===== config.mk =====
export PLATFORM = sky130hd
export DESIGN_NAME = router_ingress_queue_flat
export DESIGN_NICKNAME = d
export VERILOG_FILES = /design/src/rtl/router_ingress_queue_if.sv /design/src/rtl/router_ingress_queue.sv /design/src/flat_wrapper.sv
export SDC_FILE = /design/constraint.sdc
export NUM_CORES = 1
export LEC_CHECK = 0
export CAP_MARGIN = 20
export CORE_ASPECT_RATIO = 1.5
export CORE_UTILIZATION = 41
export DETAILED_ROUTE_END_ITERATION = 10
export PLACE_DENSITY = 0.63
export SLEW_MARGIN = 20
export SYNTH_ARGS = -nofsm -noshare
export SYNTH_HDL_FRONTEND = slang
export SYNTH_SLANG_ARGS = --single-unit

===== constraint.sdc =====
create_clock -name clk -period 5.3 [get_ports clk]
set_clock_uncertainty 0.05 [all_clocks]
set_input_delay 1.06 -clock clk [delete_from_list [all_inputs] [get_ports clk]]
set_output_delay 1.06 -clock clk [all_outputs]
set_load 0.005 [all_outputs]

===== src/rtl/router_ingress_queue_if.sv =====
// Ingress valid/ready handshake carrying {addr, data} words into router_ingress_queue.
interface router_ingress_queue_if #(
    parameter int DATA_WIDTH = 32
) ();
    logic [DATA_WIDTH-1:0] in_data;
    logic [1:0]            in_addr;
    logic                  in_valid;
    logic                  in_ready;

    modport master (
        output in_data,
        output in_addr,
        output in_valid,
        input  in_ready
    );

    modport slave (
        input  in_data,
        input  in_addr,
        input  in_valid,
        output in_ready
    );
endinterface


===== src/rtl/router_ingress_queue.sv =====
// FIFO ingress buffer feeding simple_router: strict arrival order, one word per cycle,
// head-of-line blocking on a stalled destination, registered router-side outputs.
module router_ingress_queue #(
    parameter  int DATA_WIDTH = 32,
    parameter  int DEPTH      = 8,
    localparam int CNT_W      = $clog2(DEPTH) + 1
) (
    input  logic                  clk,
    input  logic                  rst,
    router_ingress_queue_if.slave bus,
    input  logic [3:0]            port_stall,
    output logic [DATA_WIDTH-1:0] din,
    output logic                  din_en,
    output logic [1:0]            addr,
    output logic [CNT_W-1:0]      count,
    output logic                  hol_stall
);
    localparam int PTR_W = $clog2(DEPTH);
    localparam int ENT_W = DATA_WIDTH + 2;

    logic [ENT_W-1:0]      r_mem [DEPTH];
    logic [PTR_W-1:0]      r_wr_ptr;
    logic [PTR_W-1:0]      r_rd_ptr;
    logic [CNT_W-1:0]      r_count;
    logic [DATA_WIDTH-1:0] r_din;
    logic                  r_din_en;
    logic [1:0]            r_addr;

    logic [ENT_W-1:0]      w_head;
    logic [1:0]            w_head_addr;
    logic                  w_nonempty;
    logic                  w_ready;
    logic                  w_push;
    logic                  w_pop;
    logic                  w_hol;

    // Handshake and issue decisions; in_ready looks at occupancy only, never at a same-cycle pop.
    always_comb begin
        w_head      = r_mem[r_rd_ptr];
        w_head_addr = w_head[ENT_W-1 -: 2];
        w_nonempty  = (r_count != {CNT_W{1'b0}});
        w_ready     = (r_count < CNT_W'(DEPTH)) & rst;
        w_push      = bus.in_valid & w_ready;
        w_pop       = w_nonempty & ~port_stall[w_head_addr];
        w_hol       = w_nonempty & port_stall[w_head_addr];
    end

    assign bus.in_ready = w_ready;
    assign hol_stall    = w_hol;
    assign din          = r_din;
    assign din_en       = r_din_en;
    assign addr         = r_addr;
    assign count        = r_count;

    // Storage array; contents need no reset because occupancy alone decides validity.
    always_ff @(posedge clk) begin
        if (w_push) begin
            r_mem[r_wr_ptr] <= {bus.in_addr, bus.in_data};
        end
    end

    // Pointers, occupancy and the registered router interface.
    always_ff @(posedge clk) begin
        if (!rst) begin
            r_wr_ptr <= {PTR_W{1'b0}};
            r_rd_ptr <= {PTR_W{1'b0}};
            r_count  <= {CNT_W{1'b0}};
            r_din    <= {DATA_WIDTH{1'b0}};
            r_din_en <= 1'b0;
            r_addr   <= 2'b00;
        end else begin
            if (w_push) begin
                r_wr_ptr <= r_wr_ptr + 1'b1;
            end
            if (w_pop) begin
                r_rd_ptr <= r_rd_ptr + 1'b1;
                r_din    <= w_head[DATA_WIDTH-1:0];
                r_addr   <= w_head_addr;
                r_din_en <= 1'b1;
            end else begin
                r_din    <= {DATA_WIDTH{1'b0}};
                r_addr   <= 2'b00;
                r_din_en <= 1'b0;
            end
            case ({w_push, w_pop})
                2'b10:   r_count <= r_count + 1'b1;
                2'b01:   r_count <= r_count - 1'b1;
                default: r_count <= r_count;
            endcase
        end
    end
endmodule


===== src/flat_wrapper.sv =====
// flat-port wrapper written by rule: the top's interface ports become plain ports
module router_ingress_queue_flat 
#(
    parameter  int DATA_WIDTH = 32,
    parameter  int DEPTH      = 8,
    localparam int CNT_W      = $clog2(DEPTH) + 1
)
  (clk, rst, port_stall, din, din_en, addr, count, hol_stall, bus_in_data, bus_in_addr, bus_in_valid, bus_in_ready);
  router_ingress_queue_if #(.DATA_WIDTH(DATA_WIDTH)) bus_i ();
  input  logic clk;
  input  logic rst;
  input  logic [3:0] port_stall;
  output logic [DATA_WIDTH-1:0] din;
  output logic din_en;
  output logic [1:0] addr;
  output logic [CNT_W-1:0] count;
  output logic hol_stall;
  input wire logic [$bits(bus_i.in_data)-1:0] bus_in_data;
  input wire logic [$bits(bus_i.in_addr)-1:0] bus_in_addr;
  input wire logic [$bits(bus_i.in_valid)-1:0] bus_in_valid;
  output wire logic [$bits(bus_i.in_ready)-1:0] bus_in_ready;
  assign bus_i.in_data = bus_in_data;
  assign bus_i.in_addr = bus_in_addr;
  assign bus_i.in_valid = bus_in_valid;
  assign bus_in_ready = bus_i.in_ready;
  router_ingress_queue #(.DATA_WIDTH(DATA_WIDTH), .DEPTH(DEPTH)) u_core (.clk(clk), .rst(rst), .bus(bus_i), .port_stall(port_stall), .din(din), .din_en(din_en), .addr(addr), .count(count), .hol_stall(hol_stall));
endmodule

After elaboration in Yosys (flattened, before gate mapping) --
Memory sizes are Yosys's and may differ from the RTL's. A register that Yosys moved wholly into a read port is not among the register bits. Index checks and enable logic that the tools add are counted.
Operators by class: $add $sub $neg 4, multiplexer cells 8, shift-type cells 0, eq/ne operators 2, div/mod/pow operators 0, reduce and logical (&&, ||, !) cells 3, multiply operators 0, magnitude comparators 2, bitwise operators 5
Operators by type and width (count):
- case mux 4 bit (2 select lines) | 1
- adder 3 x 1 -> 3 bit, second input constant | 2
- 2-to-1 mux 3 bit | 2
- adder 4 x 1 -> 4 bit, second input constant | 1
- AND 1 bit | 4
- < comparator 4 bit, second input constant | 1
- 2-to-1 mux 1 bit | 4
- nonzero test 4 bit | 1
- subtractor 4 x 1 -> 4 bit, second input constant | 1
- < comparator 2 x 3 -> 1 bit, second input constant | 1
- binary-select mux 1 bit (select 2 bit) | 1
- equality test 2 x 1 -> 1 bit, second input constant | 1
- equality test 2 bit, second input constant | 1
- AND reduction 2 bit | 1
- nonzero test 2 bit | 1
- inverter 1 bit | 1
Word-level totals: flip-flop bits (word level) 45, memories 1, logic and storage cells 31, ROM bits 0, bits in latches 0, RAM bits 272, bits of input ports 41
Memory list:
- u_core.r_mem | words 8, bits a word 34, rd ports 1, clocked after memory_dff 1, wr ports 1, line router_ingress_queue.sv:21 | logic [ENT_W-1:0] r_mem [DEPTH];

Longest topological paths before layout --
Gate-level depths: netlist of run 1.
depth after elaboration 6, depth in mapped cells 12

Worst setup path before layout of run 1 --
OpenSTA, ideal clock, no wires.
path type input port to flip-flop, from input port rst, to memory u_core.r_mem[0][0] in the netlist's numbering, enable pin, cell stages on the path 4, arrival time 3.973 ns, path buffers 0, data required time 4.782 ns, slack 0.809 ns, library setup time 0.468 ns, path through nor2b_1 > and2_0 > nand2b_1 > nor3_1
Between the ends: longest elaborated chain between the ends 4
Ends and longest elaborated chain:
- start, declared | line flat_wrapper.sv:11 | input logic rst;
- AND 1 bit | line router_ingress_queue.sv:42 | w_ready = (r_count < CNT_W'(DEPTH)) & rst;
- AND 1 bit | line router_ingress_queue.sv:43 | w_push = bus.in_valid & w_ready;
- 2-to-1 mux 1 bit | line router_ingress_queue.sv:57 | if (w_push) begin
- 2-to-1 mux 1 bit (implied by the code) | line router_ingress_queue.sv:58 | r_mem[r_wr_ptr] <= {bus.in_addr, bus.in_data};
- end, declared | line router_ingress_queue.sv:21
Every way passes these cells.

==> results of run 1 <==
## final cells by class
cell class / instances / area (um2) / area share (%)
Inverter: 2 / 7.51 / 0.0529
Tap cell: 390 / 488 / 3.44
Timing Repair Buffer: 93 / 901 / 6.34
Multi-Input combinational cell: 209 / 2740 / 19.3
Clock buffer: 47 / 863 / 6.08
Sequential cell: 320 / 9140 / 64.3
Clock inverter: 6 / 61.3 / 0.432
## cell usage in the layout, fill, tap and decap left out, types with 2 or more instances in the layout
cell type	netlist	final
edfxtp_1	272	272
clkdlybuf4s50_1	0	81
mux4_2	67	67
dfxtp_1	48	45
mux2i_1	42	42
nor3_2	29	31
clkbuf_16	0	29
nand2_1	13	12
buf_4	0	12
clkbuf_1	16	11
clkbuf_8	0	7
nor2_4	0	6
nand2b_1	5	5
ha_1	5	5
o21ai_0	4	4
nor3_1	6	4
nor2b_1	3	3
and2_1	3	3
a21boi_0	3	3
inv_1	2	2
xor2_1	2	2
mux2_4	2	2
a21oi_1	2	2
or3_1	2	2
xnor2_1	2	2
nor4bb_1	2	2
dfxtp_4	0	2
clkinv_2	0	2
clkinv_4	0	2
## flip-flops by register name, indices dropped and copies added, names as in the netlist, named ones only
name,cells
u_core.count,4
u_core.r_mem,272
u_core.din,32
u_core.din_en,1
u_core.r_rd_ptr,3
u_core.addr,2
u_core.r_wr_ptr,3
## power breakdown
part / internal (mW) / switching (mW) / total (mW)
Combinational: 0.635 / 0.562 / 1.20
Clock: 1.16 / 0.849 / 2.01
Sequential: 2.86 / 0.109 / 2.97
## per-stage QoR
stage / util (%) / instance area, um2 / hold WS, ns / worst slack [ns] / total power, mW
floorplan: - / 12000 / 0.395 / 0.809 / 3.88
global placement: 46.2 / 13300 / 0.404 / 1.01 / 4.22
detailed placement: 46.2 / 13300 / 0.427 / 1.01 / 4.25
CTS: 49.5 / 14200 / 0.444 / 0.409 / 6.26
global route: 49.5 / 14200 / 0.488 / 0.275 / 6.43
finish: 49.5 / 14200 / 0.437 / 0.488 / 6.17
## path summary, 6_finish.rpt
path	from	endpoint	depth (start not counted)	slack (ns)
min	u_core.r_rd_ptr[2]$_SDFFE_PN0N_	flop	2	0.44
max reg2reg	flop	u_core.count[2]$_SDFFE_PN0P_	11	1.58
min reg2reg	u_core.r_rd_ptr[2]$_SDFFE_PN0N_	flop	2	0.44
max	flop	hol_stall	5	0.49
## routing by layer
layer | vias to the layer above | GRT usage (%) | wire length, um
met1 | 2899 | 19.4 | 9160
met3 | 39 | 2.22 | 905
met4 | 0 | 6.08 | 607
met2 | 121 | 28.3 | 11900
met5 | - | 0 | 0
li1 | 2462 | - | -
## kinds of logic (layout without fill, tap and decap cells)
logic type / Yosys count / after routing / share of synthesized area, %
multiplexers: 112 / 112 / 16.5
AO/OA/AOI/OAI: 13 / 13 / 0.732
AND/OR/NAND/NOR: 75 / 75 / 4.43
buffers and inverters: 29 / 148 / 1.22
adder cells (fa/ha/maj): 5 / 5 / 0.523
flip-flops: 320 / 320 / 76.3
XOR/XNOR: 4 / 4 / 0.293
## worst max-delay path, delay by kind of cell, from the launching register on
kind                   cells  cell delay (ns)
multiplexers               3             1.79
flip-flops                 1             0.66
AND/OR/NAND/NOR            1             0.21
buffers and inverters      1             0.49
==> run_results.csv, run 1 <==
group,metric,value,unit
outcome,status,"completed",
timing,finalSetupTns,0,ns
clocking,cts.sinks,320,
placed_design,dp_hpwl,12.2,mm
yosys,synth_common_cells,"edfxtp_1, mux4_2, dfxtp_1",
route,routed_wl,22.6,mm
power_and_ir_drop,leakage,4.30,nW
yosys,synthTopCellsByArea,"edfxtp_1, mux4_2, dfxtp_1",
yosys,synth_area,12000,um2
final_layout,diodes,0,
yosys,ys_types,35,
placed_design,port_buffers,81,
power_and_ir_drop,p_per_area,435,nW/um2
critical_path,crit_slowest_cell,"mux2_4",
yosys,post-synth-top-count-cell,"edfxtp_1",
critical_path,critPathRequiredTime,4.19,ns
route,vias,5521,
route,drtPass1Iterations,4,
timing,slew-limit-headroom,37.4,%
global_routing,antenna_found_initial,0,
clocking,cts.repair.resized,0,
clocking,clock_latency,0.54,ns
yosys,ys_seq_area_share,76.3,%
run,maxCapViolCount,0,
yosys,synth_area_per_cell,21.4,um2
timing,timing.fmax,208,MHz
critical_path,criticalPathCategory,"reg -> out",
floorplan,core-area,28700,um2
global_routing,gr-total-overflow,0,
critical_path,cp_max_fo,34,
yosys,synth_nets,604,
floorplan,rows,76,
timing,period_share,90.8,%
final_layout,final_nets,701,
yosys,ys.flop_type,"edfxtp_1",
clocking,cts_tree,"done",
clocking,cts_hold_buf,0,
critical_path,arrival,3.70,ns
floorplan,die_area,29900,um2
clocking,post_cts_buffers,0,
floorplan,die_x,141,um
global_routing,grt_max_degree,47,
route,ant_nets,0,
yosys,ys.warnings.count,0,
global_routing,grt_usage,15.8,%
timing,setup_viol,0,
placed_design,gp_congestion,0.679,
timing,fin_crit,4.81,ns
route,via_per_inst,5.17,
route,drc_errors,0,
clocking,cts_htree_levels,1,
timing,hold_viol,0,
yosys,synth-async-reset-ratio,0,%
critical_path,start_kind,"flop",
route,wire_per_inst,21.2,um
yosys,synth_edf_count,272,
floorplan,ios,82,
floorplan,start_util,41.6,%
global_routing,first_global_vias,6033,
power_and_ir_drop,ir_drop,0.266,mV
final_layout,final_layout_size_suffix_gt1_share,24.5,%
timing,maxSlewViolCount,0,
clocking,clkTransAtPathRegs,0.06,ns
placed_design,placed_cells,1014,
final_layout,syn_to_final_growth,18.7,%
route,drtIter0Drc,332,
final_layout,n_fill_cell,2353,
yosys,synthCells,558,
timing,grt_setup_unrepaired,"no",
yosys,ys_seq_elements,320,
floorplan,die_h,211,um
clocking,cts-root-buf,"clkbuf_16",
timing,tightest_slew,0.938,ns
yosys,synth_top_area_cell,"edfxtp_1",
final_layout,instances_no_fill,1067,
clocking,clockBufferDepth,3,
clocking,numCtsBuffers,29,
critical_path,end_kind,"output pin",
critical_path,crit_chain,"mux4_2 > mux2i_1 > mux2_4 > and2_1 > clkdlybuf4s50_1",
critical_path,max_stage_delay,0.70,ns
global_routing,grt_pass1_wl,35.0,mm
worst_hold_path,hold_path.class,"reg -> reg",
yosys,synth_top_cell_area_share,68.3,%
Power figures use the tool's default switching activity.
==> run 2: changes to the inputs <==
HOLD_SLACK_MARGIN = 0.15   (was default)
TNS_END_PERCENT = 20   (was default)
==> results of run 2 <==
Same layout as run 1: the final DEF is identical, and so are final timing and power.
==> run 3: changes to the inputs <==
==> constraint.sdc (replaced) <==
create_clock -name clk -period 5.3 [get_ports clk]
set_clock_uncertainty 0.05 [all_clocks]
set_input_delay 1.325 -clock clk [delete_from_list [all_inputs] [get_ports clk]]
set_output_delay 1.325 -clock clk [all_outputs]
set_load 0.005 [all_outputs]
==> run_results.csv, run 3 (same netlist as run 1, synthesis figures left out) <==
group,metric,value,unit
placed_design,dp_hpwl,13.2,mm
timing,tightest_slew,0.785,ns
floorplan,die_area,29900,um2
critical_path,crit_cells,5,
critical_path,max_stage_delay,0.62,ns
route,drtIter0Drc,288,
critical_path,cp_max_fo,21,
critical_path,cp-endpoint,"hol_stall",
floorplan,die_x,141,um
placed_design,gp_congestion,0.705,
timing,setup_viol,0,
route,vias,5483,
timing,maxSlewViolCount,0,
critical_path,path_delay_family,"multiplexers",
timing,slew-limit-headroom,47.7,%
clocking,cts_hold_buf,0,
timing,grt_setup_unrepaired,"no",
clocking,cts.sinks,320,
floorplan,core-area,28700,um2
timing,timing.fmax,217,MHz
route,ant_nets,0,
critical_path,r2r_setup_slack,1.49,ns
final_layout,regMostFlops,"u_core.r_mem",
final_layout,final_common_cell,"edfxtp_1",
placed_design,placed_cell_area,13300,um2
timing,hold_viol,0,
clocking,cts-root-buf,"clkbuf_16",
global_routing,antenna_found_initial,1,
route,wire_per_inst,20.8,um
critical_path,path_buf_inv,1,
worst_hold_path,hold_path.class,"reg -> reg",
route,drtPass1Iterations,4,
final_layout,final_nets,707,
clocking,cts_tree,"done",
floorplan,ios,82,
clocking,clockBufferDepth,3,
final_layout,syn_to_final_growth,18.9,%
timing,fin_crit,4.61,ns
global_routing,grt_max_degree,53,
critical_path,critPathRequiredTime,3.92,ns
critical_path,crit_slowest_cell,"dfxtp_4",
global_routing,grt_usage,15.5,%
floorplan,die_h,211,um
power_and_ir_drop,ir_drop,0.245,mV
final_layout,diodes,0,
clocking,post_cts_buffers,0,
critical_path,criticalPathCategory,"reg -> out",
clocking,numCtsBuffers,29,
timing,period_share,87.0,%
run,maxCapViolCount,0,
power_and_ir_drop,leakage,4.33,nW
route,drc_errors,0,
clocking,cts.repair.resized,0,
global_routing,first_global_vias,5977,
critical_path,start_kind,"flop",
floorplan,start_util,41.6,%
global_routing,gr-total-overflow,0,
timing,finalSetupTns,0,ns
outcome,status,"completed",
critical_path,end_kind,"output pin",
final_layout,largest_reg_flops,272,
final_layout,final_cell_area,14200,um2
route,routed_wl,22.3,mm
critical_path,ff2ff_path_depth,10,
placed_design,port_buffers,81,
critical_path,r2r_end,"u_core.count[3]$_SDFFE_PN0P_",
critical_path,arrival,3.23,ns
clocking,cts_htree_levels,1,
critical_path,crit_chain,"mux4_2 > mux2i_1 > mux2_4 > and2_1 > clkdlybuf4s50_1",
final_layout,final_layout_size_suffix_gt1_share,25.1,%
floorplan,rows,76,
final_layout,final_cell_mix,"edfxtp_1, clkdlybuf4s50_1, mux4_2, dfxtp_1, mux2i_1",
global_routing,grt_pass1_wl,34.3,mm
clocking,clkTransAtPathRegs,0.07,ns
route,via_per_inst,5.12,
power_and_ir_drop,p_per_area,435,nW/um2
clocking,clock_latency,0.54,ns
==> run 3: how the worst min path moves through the flow <==
stage / start / end / cells past startpoint
after floorplan: u_core.r_rd_ptr[2]$_SDFFE_PN0N_ / flop / 2
after global placement: u_core.r_rd_ptr[2]$_SDFFE_PN0N_ / flop / 2
after detailed placement: u_core.r_rd_ptr[2]$_SDFFE_PN0N_ / flop / 2
after CTS: u_core.r_rd_ptr[2]$_SDFFE_PN0N_ / flop / 2
after global routing: u_core.r_rd_ptr[2]$_SDFFE_PN0N_ / flop / 2
final: u_core.r_rd_ptr[2]$_SDFFE_PN0N_ / flop / 2
==> run 3: through the flow <==
| stage | setup slack, ns | util [%] | hold slack, ns | std cells | total power, mW |
|---|---|---|---|---|---|
| floorplan | 0.544 | - | 0.395 | 558 | 3.88 |
| global placement | 1.03 | 46.4 | 0.406 | 1020 | 4.24 |
| detailed placement | 0.990 | 46.4 | 0.426 | 1020 | 4.28 |
| CTS | 0.607 | 49.5 | 0.443 | 1071 | 6.28 |
| global route | 0.486 | 49.5 | 0.463 | 1071 | 6.45 |
| finish | 0.690 | 49.5 | 0.436 | 1071 | 6.19 |
==> run 3: metal layers <==
metal  share of wire [%]  track usage [%]  wire length (um)  up-vias
li1                    -                -                 -     2473
met1                  38             18.5              8550     2852
met2                  55             28.5             12200      127
met3                 4.7             2.31              1050       29
met4                 2.1             4.97               469        2
met5               0.049                0                11        -
==> run 3: report_power, final <==
part	switching, mW	internal (mW)	leakage (nW)
Combinational	0.591	0.645	1.03
Clock	0.852	1.14	0.447
Sequential	0.0950	2.86	2.85
==> run 3: final cells by class <==
type	instances	area (um2)
tap	390	488
fill	2362	14500
multi-input combinational	209	2740
sequential	320	9140
timing repair buffer	99	946
clock inverter	17	156
inverter	2	7.51
clock buffer	34	744
==> run 3: tightest hold or removal path: cells and delay by family, from the launching register on <==
| kind | cells | cell delay [ns] |
|---|---|---|
| flip-flops | 1 | 0.31 |
| AND/OR/NAND/NOR | 1 | 0.05 |
| multiplexers | 1 | 0.07 |
